==> src/rtl/pipe_addsub_if.sv <==
// Operand/result channel of pipe_addsub: operand beat in, result beat out, each with valid/ready.
// The slave side belongs to the adder; the master side to whoever feeds and drains it.
interface pipe_addsub_if #(
  parameter int WIDTH = 16
);
  logic             in_valid;
  logic             in_ready;
  logic [WIDTH-1:0] a;
  logic [WIDTH-1:0] b;
  logic             sub;
  logic             cin;
  logic             out_valid;
  logic             out_ready;
  logic [WIDTH-1:0] s;
  logic             cout;
  logic             ovf;

  modport master (
    output in_valid, a, b, sub, cin, out_ready,
    input  in_ready, out_valid, s, cout, ovf
  );

  modport slave (
    input  in_valid, a, b, sub, cin, out_ready,
    output in_ready, out_valid, s, cout, ovf
  );
endinterface

==> src/rtl/pipe_addsub.sv <==
// Segmented carry-pipelined add/sub: one SEG-bit carry segment per stage, WIDTH/SEG cycles latency.
// Whole pipe advances only when the output slot is free or drained; a stall freezes every stage.
module pipe_addsub #(
  parameter int WIDTH = 16,
  parameter int SEG   = 4
) (
  input logic          clk,
  input logic          rst_n,
  pipe_addsub_if.slave io
);
  localparam int STAGES = WIDTH / SEG;

  logic             adv;
  logic [WIDTH-1:0] bx;
  logic             c0;

  assign adv         = !io.out_valid || io.out_ready;
  assign io.in_ready = adv;
  assign bx          = io.sub ? ~io.b : io.b;
  assign c0          = io.cin ^ io.sub;

  for (genvar k = 0; k < STAGES; k++) begin : g_stg
    localparam int LO = k * SEG;
    localparam int HI = WIDTH - (k + 1) * SEG;

    logic                   vld_d, vld_q;
    logic                   c_d, c_q;
    logic [(k+1)*SEG-1:0]   sum_d, sum_q;
    logic [WIDTH-LO-1:0]    in_a, in_b;
    logic                   seg_c;
    logic [SEG:0]           seg_r;

    if (k == 0) begin : g_head
      assign vld_d = io.in_valid;
      assign in_a  = io.a;
      assign in_b  = bx;
      assign seg_c = c0;
      assign sum_d = seg_r[SEG-1:0];
    end else begin : g_body
      assign vld_d = g_stg[k-1].vld_q;
      assign in_a  = g_stg[k-1].g_op.a_q;
      assign in_b  = g_stg[k-1].g_op.bx_q;
      assign seg_c = g_stg[k-1].c_q;
      assign sum_d = {seg_r[SEG-1:0], g_stg[k-1].sum_q};
    end

    assign seg_r = {1'b0, in_a[SEG-1:0]} + {1'b0, in_b[SEG-1:0]} + {{SEG{1'b0}}, seg_c};
    assign c_d   = seg_r[SEG];

    // Data only moves with a real beat, so bubbles and idle inputs never disturb s/cout/ovf.
    always_ff @(posedge clk or negedge rst_n) begin
      if (!rst_n) begin
        vld_q <= 1'b0;
        c_q   <= 1'b0;
        sum_q <= '0;
      end else if (adv) begin
        vld_q <= vld_d;
        if (vld_d) begin
          c_q   <= c_d;
          sum_q <= sum_d;
        end
      end
    end

    if (k < STAGES - 1) begin : g_op
      logic [HI-1:0] a_q, bx_q;

      always_ff @(posedge clk or negedge rst_n) begin
        if (!rst_n) begin
          a_q  <= '0;
          bx_q <= '0;
        end else if (adv && vld_d) begin
          a_q  <= in_a[WIDTH-LO-1:SEG];
          bx_q <= in_b[WIDTH-LO-1:SEG];
        end
      end
    end else begin : g_tail
      logic ovf_d, ovf_q;

      // Carry-in and carry-out of the MSB differ exactly when equal-signed operands flip the sign.
      assign ovf_d = (in_a[SEG-1] == in_b[SEG-1]) && (seg_r[SEG-1] != in_a[SEG-1]);

      always_ff @(posedge clk or negedge rst_n) begin
        if (!rst_n) begin
          ovf_q <= 1'b0;
        end else if (adv && vld_d) begin
          ovf_q <= ovf_d;
        end
      end
    end
  end

  assign io.out_valid = g_stg[STAGES-1].vld_q;
  assign io.s         = g_stg[STAGES-1].sum_q;
  assign io.cout      = g_stg[STAGES-1].c_q;
  assign io.ovf       = g_stg[STAGES-1].g_tail.ovf_q;
endmodule

==> src/flat_wrapper.sv <==
// flat-port wrapper written by rule: the top's interface ports become plain ports
module pipe_addsub_flat 
#(
  parameter int WIDTH = 16,
  parameter int SEG   = 4
)
  (clk, rst_n, io_in_valid, io_a, io_b, io_sub, io_cin, io_out_ready, io_in_ready, io_out_valid, io_s, io_cout, io_ovf);
  pipe_addsub_if #(.WIDTH(WIDTH)) io_i ();
  input logic clk;
  input logic rst_n;
  input wire logic [$bits(io_i.in_valid)-1:0] io_in_valid;
  input wire logic [$bits(io_i.a)-1:0] io_a;
  input wire logic [$bits(io_i.b)-1:0] io_b;
  input wire logic [$bits(io_i.sub)-1:0] io_sub;
  input wire logic [$bits(io_i.cin)-1:0] io_cin;
  input wire logic [$bits(io_i.out_ready)-1:0] io_out_ready;
  output wire logic [$bits(io_i.in_ready)-1:0] io_in_ready;
  output wire logic [$bits(io_i.out_valid)-1:0] io_out_valid;
  output wire logic [$bits(io_i.s)-1:0] io_s;
  output wire logic [$bits(io_i.cout)-1:0] io_cout;
  output wire logic [$bits(io_i.ovf)-1:0] io_ovf;
  assign io_i.in_valid = io_in_valid;
  assign io_i.a = io_a;
  assign io_i.b = io_b;
  assign io_i.sub = io_sub;
  assign io_i.cin = io_cin;
  assign io_i.out_ready = io_out_ready;
  assign io_in_ready = io_i.in_ready;
  assign io_out_valid = io_i.out_valid;
  assign io_s = io_i.s;
  assign io_cout = io_i.cout;
  assign io_ovf = io_i.ovf;
  pipe_addsub #(.WIDTH(WIDTH), .SEG(SEG)) u_core (.clk(clk), .rst_n(rst_n), .io(io_i));
endmodule
==> config.mk <==
export PLATFORM = sky130hd
export DESIGN_NAME = pipe_addsub_flat
export DESIGN_NICKNAME = d
export VERILOG_FILES = /design/src/rtl/pipe_addsub_if.sv /design/src/rtl/pipe_addsub.sv /design/src/flat_wrapper.sv
export SDC_FILE = /design/constraint.sdc
export NUM_CORES = 1
export LEC_CHECK = 0
export ABC_CLOCK_PERIOD_IN_PS = 2700
export BUFFER_PORTS_ARGS = -buffer_cell sky130_fd_sc_hd__buf_2
export CORE_AREA = 2 2 70 121
export DETAILED_ROUTE_END_ITERATION = 8
export DIE_AREA = 0 0 72 123
export MAX_ROUTING_LAYER = met4
export PLACE_DENSITY = 0.85
export SLEW_MARGIN = 20
export SYNTH_ARGS = -nofsm -noshare
export SYNTH_HDL_FRONTEND = slang
export SYNTH_SLANG_ARGS = --single-unit
==> constraint.sdc <==
create_clock -name clk -period 2.7 [get_ports clk]
set_clock_uncertainty 0.15 [all_clocks]
set_input_delay 0.405 -clock clk [delete_from_list [all_inputs] [get_ports clk]]
set_output_delay 0.405 -clock clk [all_outputs]
set_load 0.02 [all_outputs]
==> out/qor.yml <==
post-synth-top-area-fraction: 0.558
critical_path.cell_chain: "fa_1 > fa_1 > a21o_1 > a21oi_1 > o21ai_0"
timing_hold_violations_final: 0
synth_enable_flop_cells: 0
crit_path_max_incr_delay_ns: 0.49
drt_wl_cell_um: 16.8
placement.setup.worst_slack_ns: 0.415
finalNonFillerCells: 480
drv_cap: 0
routed_wirelength_um: 8070
die_y_um: 123
area.sequential_um2: 2430
grt_pass1_vias: 2844
postLayoutCellArea_um2: 5000
critPathArrivalTime_ns: 2.10
synth_commonest_cells: "sky130_fd_sc_hd__dfrtp_1 (97), sky130_fd_sc_hd__mux2_2 (64), sky130_fd_sc_hd__o21ai_0 (52), sky130_fd_sc_hd__xnor2_1 (15), sky130_fd_sc_hd__inv_1 (13)"
die_area_um2: 8860
synthTopCellsByArea: "sky130_fd_sc_hd__dfrtp_1 (56%), sky130_fd_sc_hd__mux2_2 (17%), sky130_fd_sc_hd__o21ai_0 (6.0%)"
route.antenna.remaining_nets: 0
hold_ws_ns: 0.140
hp-class: "input pin to flip-flop"
min_period_over_period: 0.762
criticalPathCategory: "flip-flop to flip-flop"
critical_path_buf_inv_count: 0
synth.lib_cells_used.distinct: 33
grt_antenna_before_repair: 0
layout-drive-gt1-share: 0.372
grt_overflow_total: 0
multi_input_area_um2: 1770
status: "completed"
via_per_inst: 5.70
diodes: 0
insertion_delay_ns: 0.34
mappedNetlistArea_um2: 4350
core_area_um2: 7910
yosys_register_bits: 97
max_slew_margin: 0.519
yosysMostFrequentCell: "sky130_fd_sc_hd__dfrtp_1"
numPlacedInstances: 464
hpwl_um: 5660
async_reset_ff_frac: 1.00
tightestPinTransition_ns: 0.721
setup-violations-final: 0
drt_pre_antenna_iters: 4
cts_tree: "built"
numPortBuffers: 57
place.gp.congestion: 0.823
highest_clock_frequency_the_design_can_meet_mhz: 486
ys_seq_area_frac: 0.558
cts_root_buf: "sky130_fd_sc_hd__clkbuf_16"
fin_setup_tns_ns: 0
critPathLaunchType: "flip-flop"
worst_path_most_repeated_cell: "sky130_fd_sc_hd__fa_1"
num_vias: 2737
worst_setup_hold_path_clk_slew_ns: 0.06
cpMaxStageDelayCell: "sky130_fd_sc_hd__fa_1"
setup_repair_after_global_routing_missed_its_margin: "no"
layout_setup_ws_ns: 0.644
cp_top_delay_family: "adder cells"
postSynthAreaPerCell_um2: 13.3
peakVddDrop_mv: 0.637
yosysWarnings: 0
grt_first_pass_wirelength_um: 13500
initial_utilization: 0.550
predominant_post_synthesis_flop_cell: "sky130_fd_sc_hd__dfrtp_1"
drt_iter0_drc: 134
total_leakage_power_nw: 2.30
crit_fanout: 2
filler_cells: 592
areaGrowthSynthToFinish_pct: 15.0
grt.total_usage: 0.207
num_io_pins: 58
syn-num-nets: 385
placement.cell_area_um2: 4690
total_cts_buffers: 9
die_width_um: 72
synthDominantAreaCellType: "sky130_fd_sc_hd__dfrtp_1"
drc_violation_count_after_routing: 0
worstPathRequired_ns: 2.75
max-clock-path-buffers: 2
synth_cells: 327
finalMaxSlewViolations: 0
critical_path.endpoint_type: "flip-flop"
grt_max_degree: 70
floorplan.rows: 43
power_density_nw_per_um2: 1200
period_needed_ns: 2.06
finalNetCount: 444
clock-sinks: 97
h_tree_levels: 3
-- layout make-up --
type / count / share of cell area
clock inverters: 3 / 0.00800
clock buffers: 12 / 0.0513
flip-flops and latches: 97 / 0.485
multi-input cells: 202 / 0.354
well taps: 90 / 0.0225
inverters: 14 / 0.0105
repair buffers: 62 / 0.0680
-- state kept, by name (all words and copies together) (netlist names) --
name,cells
u_core.g_stg.c_q,3
u_core.g_stg.g_op.a_q,24
u_core.g_stg.g_op.bx_q,24
u_core.g_stg.sum_q,24
u_core.g_stg.vld_q,3
u_core.io.cout,1
u_core.io.out_valid,1
u_core.io.ovf,1
u_core.io.s,16
-- placed cells by master (no fill, tap or decap), types with 3 or more instances in the layout --
| master | Yosys | layout |
|---|---|---|
| sky130_fd_sc_hd__a21oi_1 | 9 | 9 |
| sky130_fd_sc_hd__xnor2_1 | 15 | 15 |
| sky130_fd_sc_hd__nand2_2 | 3 | 3 |
| sky130_fd_sc_hd__ha_1 | 12 | 12 |
| sky130_fd_sc_hd__buf_4 | 3 | 4 |
| sky130_fd_sc_hd__dfrtp_1 | 97 | 97 |
| sky130_fd_sc_hd__nor3_1 | 3 | 3 |
| sky130_fd_sc_hd__nand3_1 | 3 | 3 |
| sky130_fd_sc_hd__o21ai_0 | 52 | 52 |
| sky130_fd_sc_hd__a21boi_0 | 5 | 5 |
| sky130_fd_sc_hd__o31ai_1 | 3 | 3 |
| sky130_fd_sc_hd__buf_2 | 3 | 56 |
| sky130_fd_sc_hd__inv_1 | 13 | 13 |
| sky130_fd_sc_hd__mux2_2 | 64 | 64 |
| sky130_fd_sc_hd__nor2b_1 | 3 | 3 |
| sky130_fd_sc_hd__clkbuf_16 | 0 | 9 |
| sky130_fd_sc_hd__fa_1 | 8 | 8 |
| sky130_fd_sc_hd__xor2_1 | 6 | 6 |
-- power by group --
part | internal [mW] | switching (mW)
clock | 0.760 | 0.505
sequential | 2.11 | 0.395
combinational | 1.09 | 1.13
-- routing by layer --
layer,up-vias,GRT usage,part of all wire
li1,1268,-,-
met5,-,-,0
met1,1362,0.235,0.39
met2,87,0.351,0.53
met3,20,0.0293,0.045
met4,0,0.113,0.030
-- metrics by stage --
step                 util  total power [mW]
floorplan               -              4.13
global placement    0.593              4.55
detailed placement  0.593              4.73
CTS                 0.632              6.04
global route        0.632              6.37
finish              0.632              5.99
-- path summary, 6_finish.rpt --
check	end	cells after the start	from	slack [ns]
setup / recovery	u_core.g_stg[1].c_q	5	u_core.g_stg[0].g_op.bx_q[0]	0.64
hold / removal	u_core.g_stg[0].g_op.a_q[7]	2	io_a[11]	0.14
setup reg to reg	u_core.g_stg[1].c_q	5	u_core.g_stg[0].g_op.bx_q[0]	0.64
hold reg to reg	u_core.io.s[10]	1	u_core.io.s[10]	0.35
max in group asynchronous	u_core.g_stg[1].g_op.a_q[3]	3	rst_n	1.36
min in group asynchronous	u_core.g_stg[2].sum_q[5]	2	rst_n	0.36
-- timing repair --
action | CTS | global route
gates resized for setup | 0 | 0
buffers inserted | 0 | 0
hold endpoints to repair | 28 | 0
hold buffers | 1 | 0
-- cell families after synthesis --
logic type	count (synthesis)	share of synthesized area
DFF	97	0.558
adders and majority gates	20	0.0713
AOI/OAI and AO/OA	77	0.0992
buffers and inverters	28	0.0351
muxes	64	0.166
and+or+nand+nor	20	0.0285
xor gates and xnor gates	21	0.0423
Note: power is estimated with default switching activity, not from simulation.
